<file path="config.mk">
export PLATFORM = sky130hd
export DESIGN_NAME = odelay_tap_ctrl_flat
export DESIGN_NICKNAME = d
export VERILOG_FILES = /design/src/rtl/odelay_tap_ctrl_if.sv /design/src/rtl/odelay_tap_ctrl.sv /design/src/flat_wrapper.sv
export SDC_FILE = /design/constraint.sdc
export NUM_CORES = 1
export LEC_CHECK = 0
export ABC_AREA = 1
export CELL_PAD_IN_SITES_DETAIL_PLACEMENT = 0
export CELL_PAD_IN_SITES_GLOBAL_PLACEMENT = 2
export CORE_MARGIN = 5
export CORE_UTILIZATION = 25
export CTS_CLUSTER_SIZE = 10
export DETAILED_ROUTE_END_ITERATION = 8
export GPL_TIMING_DRIVEN = 0
export PLACE_DENSITY = 0.8
export SETUP_SLACK_MARGIN = 0.1
export SLEW_MARGIN = 20
export SYNTH_ARGS = -nofsm -noshare
export SYNTH_HDL_FRONTEND = slang
export SYNTH_SLANG_ARGS = --single-unit
</file>
<file path="constraint.sdc">
create_clock -name clk -period 2.19 [get_ports clk]
set_input_delay 0.219 -clock clk [delete_from_list [all_inputs] [get_ports clk]]
set_output_delay 0.219 -clock clk [all_outputs]
set_load 0.05 [all_outputs]
</file>
<file path="src/rtl/odelay_tap_ctrl_if.sv">
// Tap-load request channel for odelay_tap_ctrl.
// master = calibration/CSR side, slave = controller.
interface odelay_tap_ctrl_if #(
  parameter int LANE_W = 2
);
  logic              req_valid;
  logic              req_ready;
  logic [LANE_W-1:0] req_lane;
  logic [4:0]        req_tap;

  modport master (
    output req_valid,
    output req_lane,
    output req_tap,
    input  req_ready
  );

  modport slave (
    input  req_valid,
    input  req_lane,
    input  req_tap,
    output req_ready
  );
endinterface

</file>
<file path="src/rtl/odelay_tap_ctrl.sv">
// ODELAYE2 VAR_LOAD tap sequencer: load, settle, read back, commit.
// Define ODELAY_TAP_STEP_EN to walk taps one step per load round.
module odelay_tap_ctrl #(
  parameter int NLANES        = 4,
  parameter int LANE_W        = 2,
  parameter int SETTLE_CYCLES = 8
) (
  input  logic                clk,
  input  logic                rst,
  odelay_tap_ctrl_if.slave    req,
  output logic                busy,
  output logic                done,
  output logic                err,
  output logic [5*NLANES-1:0] tap_cur,
  output logic [4:0]          odly_cntvaluein,
  output logic [NLANES-1:0]   odly_ld,
  input  logic [5*NLANES-1:0] odly_cntvalueout
);

  localparam int LIX = (NLANES > 1) ? $clog2(NLANES) : 1;
  localparam int CW  = (SETTLE_CYCLES > 1) ?
                       $clog2(SETTLE_CYCLES) : 1;

  typedef enum logic [2:0] {
    IDLE,
    LOAD,
    SETTLE,
    VERIFY,
    ERR,
    DONE
  } state_t;

  state_t            state;
  logic [LIX-1:0]    lane_q;
  logic [4:0]        cv_q;
  logic [CW-1:0]     cnt;
  logic [NLANES-1:0] ld_q;
  logic [4:0]        tap_q [NLANES];
  logic [4:0]        cvo   [NLANES];

  logic              accept;
  logic              lane_ok;
  logic [LIX-1:0]    rl;

  for (genvar i = 0; i < NLANES; i++) begin : g_lane
    assign tap_cur[5*i +: 5] = tap_q[i];
    assign cvo[i] = odly_cntvalueout[5*i +: 5];
  end

  assign rl       = req.req_lane[LIX-1:0];
  assign lane_ok  = 32'(req.req_lane) < 32'(NLANES);
  assign req.req_ready = ~rst &
                         ((state == IDLE) | (state == DONE));
  assign accept   = req.req_valid & req.req_ready;
  assign busy     = (state != IDLE);
  // LD must never reach the primitives while reset is held
  assign odly_ld  = ld_q & ~{NLANES{rst}};
  assign odly_cntvaluein = cv_q;

`ifdef ODELAY_TAP_STEP_EN
  logic [4:0] tgt_q;
  logic [4:0] cur_req;

  assign cur_req = tap_q[rl];

  function automatic logic [4:0] step_to(
    input logic [4:0] from,
    input logic [4:0] to
  );
    return (to > from) ? from + 5'd1 : from - 5'd1;
  endfunction
`endif

  always_ff @(posedge clk) begin
    if (rst) begin
      state  <= IDLE;
      lane_q <= '0;
      cv_q   <= '0;
      cnt    <= '0;
      ld_q   <= '0;
      done   <= 1'b0;
      err    <= 1'b0;
      for (int i = 0; i < NLANES; i++) begin
        tap_q[i] <= '0;
      end
`ifdef ODELAY_TAP_STEP_EN
      tgt_q  <= '0;
`endif
    end else begin
      ld_q <= '0;
      done <= 1'b0;
      unique case (state)
        IDLE, DONE: begin
          if (accept) begin
            err    <= 1'b0;
            lane_q <= rl;
            if (!lane_ok) begin
              state <= ERR;
            end else begin
`ifdef ODELAY_TAP_STEP_EN
              tgt_q <= req.req_tap;
              if (req.req_tap == cur_req) begin
                cv_q  <= cur_req;
                state <= VERIFY;
              end else begin
                cv_q  <= step_to(cur_req, req.req_tap);
                ld_q  <= NLANES'(1) << rl;
                state <= LOAD;
              end
`else
              cv_q  <= req.req_tap;
              ld_q  <= NLANES'(1) << rl;
              state <= LOAD;
`endif
            end
          end else begin
            state <= IDLE;
          end
        end
        LOAD: begin
          cnt   <= CW'(SETTLE_CYCLES - 1);
          state <= SETTLE;
        end
        SETTLE: begin
          if (cnt == '0) begin
            state <= VERIFY;
          end else begin
            cnt <= cnt - 1'b1;
          end
        end
        VERIFY: begin
          if (cvo[lane_q] == cv_q) begin
            tap_q[lane_q] <= cv_q;
`ifdef ODELAY_TAP_STEP_EN
            if (cv_q != tgt_q) begin
              cv_q  <= step_to(cv_q, tgt_q);
              ld_q  <= NLANES'(1) << lane_q;
              state <= LOAD;
            end else begin
              done  <= 1'b1;
              state <= DONE;
            end
`else
            done  <= 1'b1;
            state <= DONE;
`endif
          end else begin
            err   <= 1'b1;
            done  <= 1'b1;
            state <= DONE;
          end
        end
        ERR: begin
          err   <= 1'b1;
          done  <= 1'b1;
          state <= DONE;
        end
        default: begin
          state <= IDLE;
        end
      endcase
    end
  end

endmodule
</file>
<file path="src/flat_wrapper.sv">
// flat-port wrapper written by rule: the top's interface ports become plain ports
module odelay_tap_ctrl_flat 
#(
  parameter int NLANES        = 4,
  parameter int LANE_W        = 2,
  parameter int SETTLE_CYCLES = 8
)
  (clk, rst, busy, done, err, tap_cur, odly_cntvaluein, odly_ld, odly_cntvalueout, req_req_valid, req_req_lane, req_req_tap, req_req_ready);
  odelay_tap_ctrl_if #(.LANE_W(LANE_W)) req_i ();
  input  logic clk;
  input  logic rst;
  output logic busy;
  output logic done;
  output logic err;
  output logic [5*NLANES-1:0] tap_cur;
  output logic [4:0] odly_cntvaluein;
  output logic [NLANES-1:0] odly_ld;
  input  logic [5*NLANES-1:0] odly_cntvalueout;
  input wire logic [$bits(req_i.req_valid)-1:0] req_req_valid;
  input wire logic [$bits(req_i.req_lane)-1:0] req_req_lane;
  input wire logic [$bits(req_i.req_tap)-1:0] req_req_tap;
  output wire logic [$bits(req_i.req_ready)-1:0] req_req_ready;
  assign req_i.req_valid = req_req_valid;
  assign req_i.req_lane = req_req_lane;
  assign req_i.req_tap = req_req_tap;
  assign req_req_ready = req_i.req_ready;
  odelay_tap_ctrl #(.NLANES(NLANES), .LANE_W(LANE_W), .SETTLE_CYCLES(SETTLE_CYCLES)) u_core (.clk(clk), .rst(rst), .req(req_i), .busy(busy), .done(done), .err(err), .tap_cur(tap_cur), .odly_cntvaluein(odly_cntvaluein), .odly_ld(odly_ld), .odly_cntvalueout(odly_cntvalueout));
endmodule
</file>
### After elaboration in Yosys (flattened, before gate mapping)

Memory sizes are Yosys's and may differ from the RTL's.
Index checks and enable logic that the tools add are counted.

| cells by class | value |
|---|---|
| add/sub/neg operators | 1 |
| magnitude comparators | 1 |
| equal/unequal tests | 10 |
| shifts and indexed selects | 1 |
| muxes and demuxes | 21 |
| bitwise operators | 9 |
| reduce and logical (&&, ||, !) cells | 12 |

Operator list:

| operator | number |
|---|---|
| 5-bit two-way mux | 3 |
| 3-bit one-hot mux with 4 select lines | 1 |
| 1-bit two-way mux | 11 |
| 5-bit binary-select mux with 2-bit select | 1 |
| 3-bit by 2-bit equality test with 1-bit output, second input constant | 2 |
| 3-bit equality test, second input constant | 2 |
| 3-bit zero test | 2 |
| 3-bit two-way mux | 2 |
| 3-bit one-hot mux with 2 select lines | 1 |
| 3-bit nonzero test | 2 |
| 5-bit equality test | 1 |
| 5-bit OR reduction | 1 |
| 4-bit AND | 1 |
| 2-bit by 1-bit inequality test with 1-bit output, second input constant | 2 |
| 2-bit inequality test, second input constant | 2 |
| 4-bit inverter | 1 |
| 2-bit AND reduction | 2 |
| 2-bit OR reduction | 2 |
| 1-bit by 2-bit << shifter with 4-bit output, first input constant | 1 |
| 3-bit by 1-bit equality test with 1-bit output, second input constant | 1 |
| 3-bit >= comparator, second input constant | 1 |
| 1-bit inverter | 3 |
| 2-bit inverter with 3-bit output | 1 |
| 1-bit one-hot mux with 3 select lines | 1 |
| other kinds (7) | 8 |

| storage, ports and cells | value |
|---|---|
| flip-flop bits (word level) | 19 |
| RAM bits | 20 |
| input port bits | 30 |
| output and inout bits | 33 |
| logic and storage cells | 63 |
| memories | 1 |

Memories:

| memory | depth | bits a word | read ports | clocked after memory_dff | write ports | line | source |
|---|---|---|---|---|---|---|---|
| u_core.tap_q | 4 | 5 | 4 | 0 | 4 | odelay_tap_ctrl.sv:38 | `logic [4:0] tap_q [NLANES];` |

### Logic depth before layout (Yosys ltp)

| depth | value |
|---|---|
| depth in word-level cells | 11 |
| gate-level depth with buffers | 13 |
| depth with buffers taken out | 12 |

### Worst setup path after synthesis

Ideal clock, no wire load.

| path | value |
|---|---|
| path type | register -> register |
| from | register u_core.state[0] |
| to | register u_core.cv_q[0], in the netlist u_core.odly_cntvaluein[0] |
| library setup time | 0.122 ns |
| arrival | 2.363 ns |
| data required time | 2.068 ns |
| slack | -0.296 ns |
| stages on the path, launching flop included | 8 |
| path buffers | 1 |
| clock period less this slack | 2.486 ns |
| cell sequence | dfxtp_1 > nor2_1 > nand2_1 > a21oi_1 > nand2_1 > inv_1 > buf_2 > o21ai_0 |

| on the way | value |
|---|---|
| cells in the longest elaborated chain, start to end | 5 |
| elaborated cells between the ends (all ways) | 7 |
| those cells by class | eq/ne (1); bitwise (3); reduce/logical (3) |

RTL lines:

| what | line | source |
|---|---|---|
| start: declaration | odelay_tap_ctrl.sv:33 | `state_t state;` |
| start signal: assignment | odelay_tap_ctrl.sv:76 | `state <= IDLE;` |
| start signal: assignment | odelay_tap_ctrl.sv:98 | `state <= ERR;` |
| start signal: assignment | odelay_tap_ctrl.sv:113 | `state <= LOAD;` |
| 3-bit equality test or 3-bit zero test (tied branches) | odelay_tap_ctrl.sv:53 | `((state == IDLE) \| (state == DONE));` |
| 1-bit OR * | odelay_tap_ctrl.sv:53 |  |
| 1-bit AND * | odelay_tap_ctrl.sv:52 | `assign req.req_ready = ~rst &` |
| net req_req_ready | flat_wrapper.sv:22 | `output wire logic [$bits(req_i.req_ready)-1:0] req_req_ready;` |
| 1-bit AND * | odelay_tap_ctrl.sv:54 | `assign accept = req.req_valid & req.req_ready;` |
| 2-bit AND reduction (no line) * | -- |  |
| end signal: assignment | odelay_tap_ctrl.sv:111 | `cv_q <= req.req_tap;` |
| end: declaration | odelay_tap_ctrl.sv:35 | `logic [4:0] cv_q;` |

The timed path passes the listed nets; every way through them passes the cells marked *.
A chain may end at the register's enable or synchronous reset.

### Final worst setup path

| path | value |
|---|---|
| from | register u_core.state[2] |
| to | output port busy |

| on the way | value |
|---|---|
| cells in the longest elaborated chain, start to end | 1 |

RTL lines:

| what | line | source |
|---|---|---|
| 3-bit nonzero test | odelay_tap_ctrl.sv:55 | `assign busy = (state != IDLE);` |
| end: declaration | flat_wrapper.sv:12 | `output logic busy;` |

Every way passes these cells.

==> reports/results.ini <==
[sta]
finalCritPeriodShare_pct = 88.5
setup_viol = 0
fin_crit_ns = 1.94
relSlewSlack_pct = 59.8
rsz0062_at_grt = false
finalHoldViolCount = 0
worst_pin_slew_ns = 0.603
drv_slew = 0
fin_skew_ns = 0.00759
timing.fmax_mhz = 516
setup_tns_ns = 0

[power]
ir_drop_v = 0.000327
p_total_mw = 2.06
powerDensity_nw_per_um2 = 769
p_leak_nw = 1.07

[status]
status = finished, final reports clean

[floorplanning]
rows = 30
die-area_um2 = 8950
start_util_pct = 26.1
fp.dieH_um = 94.6
pin_count = 63
die_w_um = 94.6
placeableCoreArea_um2 = 6870

[critical_path]
startpoint_type = flop
r2r_cells = 11
critPathMaxFanout = 4
startpoint = u_core.state[2]
reg2reg_to = u_core.tap_q[3][3]
cp.required_ns = 1.97
cp.arrival_ns = 1.72
path_class = flop to output pin
rr_startpoint = u_core.lane_q[1]
cp-end-kind = output pin
r2r_slack_ns = 0.29
worstSetupEndpoint = busy

[synth]
synth_area_um2 = 1790
syn_area_per_cell_um2 = 8.61
synth_fp_nets = 240
yosys_warnings = 0
synthDistinctLibCells = 24
ys_seq_area_share_pct = 54.8
syn-instance-count = 208
synth-seq-cells = 39

[global_routing]
grt_pass1_wl_um = 7470
antenna_found_initial = 0
overflow = 0
grt_max_degree = 13
grt_pass1_vias = 1508
track_usage_pct = 10.9

[clock_network]
clk_pin_slew_ns = 0.07
cts_buffer_depth = 2
clock_latency_ns = 0.29
cts_buffers = 5
tritoncts = yes
cts-root-buf = clkbuf_8
cts.sinks = 39
post_cts_buffers = 0
htree_num_levels = 2

[layout]
drive_gt1_share_pct = 9.35
nets = 309
final_util_pct = 38.9
nFillCells = 732
final_common_cell = clkdlybuf4s50_1
diodes = 0
areaGrowthSynthToFinish_pct = 49.4
post-route-cell-area_um2 = 2680
final_cell_mix = 57 x clkdlybuf4s50_1, 51 x nand2_1, 34 x nor2_1

[detailed_routing]
viasPerCell = 4.06
first_pass_iters = 4
drc_errors = 0
wl_per_cell_um = 12.3
drt_iter0_markers = 80
wl_um = 4590
vias = 1519
ant_nets = 0

[run]
maxCapViolations = 0

[placed_design]
place_area_um2 = 2540
numPortBuffers = 62
dpl.hpwl_um = 3600
routabilityCongestion = 0.719

[hold_path]
hold_class = flop to flop

final cells by class:
cell class / instances / area (µm²) / share of cell area (%)
Clock buffer: 6 / 72.6 / 2.71
Multi-Input combinational cell: 138 / 689 / 25.8
Timing Repair Buffer: 62 / 614 / 23.0
Sequential cell: 39 / 981 / 36.7
Tap cell: 96 / 120 / 4.49
Clock inverter: 2 / 60.1 / 2.25
Buffer: 6 / 41.3 / 1.54
Inverter: 25 / 96.3 / 3.60
report_power, final:
group          leakage (nW)  switching (mW)  internal (mW)  total (mW)
clock network        0.0654           0.249          0.455       0.705
registers             0.362          0.0325          0.813       0.845
logic                 0.646           0.321          0.185       0.506
worst min-delay path by stage:
stage | from | to | cells after the start
detailed placement | u_core.cnt[0] | u_core.cnt[0] | 1
CTS | u_core.cnt[0] | u_core.cnt[0] | 1
global placement | u_core.cnt[0] | u_core.cnt[0] | 1
floorplan | req_req_lane[1] | u_core.ld_q[0] | 1
finish | u_core.cnt[0] | u_core.cnt[0] | 1
global route | u_core.cnt[0] | u_core.cnt[0] | 1
flip-flops by register name, summed over array words and instances (netlist names):
register                flops
u_core.cnt                  3
u_core.done                 1
u_core.err                  1
u_core.lane_q               2
u_core.ld_q                 4
u_core.odly_cntvaluein      5
u_core.state                3
u_core.tap_q               20
metrics by stage:
stage | cells | worst slack [ns] | hold slack, ns
2_1_floorplan | 208 | 0.264 | 0.291
3_3_place_gp | 366 | -0.172 | 0.440
3_5_place_dp | 366 | -0.118 | 0.450
4_1_cts | 374 | 0.234 | 0.465
5_1_grt | 374 | 0.102 | 0.486
6_report | 374 | 0.253 | 0.473
timing repair:
item / CTS / global route
hold buffers: 0 / 0
setup endpoints to repair: 5 / 10
gates resized for setup: 6 / 2
cloned: 0 / 0
pin swaps: 0 / 0
logic make-up after synthesis:
| family | share of synthesized area (%) |
|---|---|
| xor+xnor | 0.489 |
| compound gates | 5.03 |
| fa+ha+maj | 1.40 |
| buf+inv | 7.62 |
| flops | 54.8 |
| simple gates | 30.7 |
cell usage after synthesis:
| cell type | count | area share, % |
|---|---|---|
| nand2_1 | 53 | 11 |
| nor2_1 | 34 | 7.1 |
| inv_1 | 22 | 4.6 |
| edfxtp_1 | 20 | 34 |
| nand3_1 | 20 | 5.6 |
| dfxtp_1 | 19 | 21 |
| o21ai_0 | 8 | 2.2 |
| a21oi_1 | 7 | 2.0 |
| nand3_4 | 3 | 2.9 |
| nor3_1 | 3 | 0.84 |
| buf_2 | 2 | 0.56 |
| buf_6 | 2 | 1.3 |
| clkbuf_1 | 2 | 0.42 |
| ha_1 | 2 | 1.4 |
| inv_2 | 2 | 0.42 |
| a211oi_1 | 1 | 0.42 |
| a21o_1 | 1 | 0.42 |
| inv_4 | 1 | 0.35 |
| nand2_2 | 1 | 0.35 |
| nand3_2 | 1 | 0.56 |
| nand4_2 | 1 | 0.70 |
| nor2_2 | 1 | 0.35 |
| nor2_8 | 1 | 1.1 |
| xor2_1 | 1 | 0.49 |
layer usage:
layer / vias to the layer above / wire [µm] / share of wire (%) / GRT usage, %
met5: - / 0 / 0 / 0
met4: 0 / 32 / 0.70 / 2.52
met3: 5 / 384 / 8.4 / 4.78
met2: 47 / 2070 / 45 / 17.5
met1: 661 / 2110 / 46 / 13.6
li1: 806 / - / - / -
critical path: stages (launching register included):
cell and delay (ns):
dfxtp_1 0.38, inv_1 0.08, nand2_1 0.14, clkdlybuf4s50_1 0.83
Note: power is estimated with default switching activity, not from simulation.
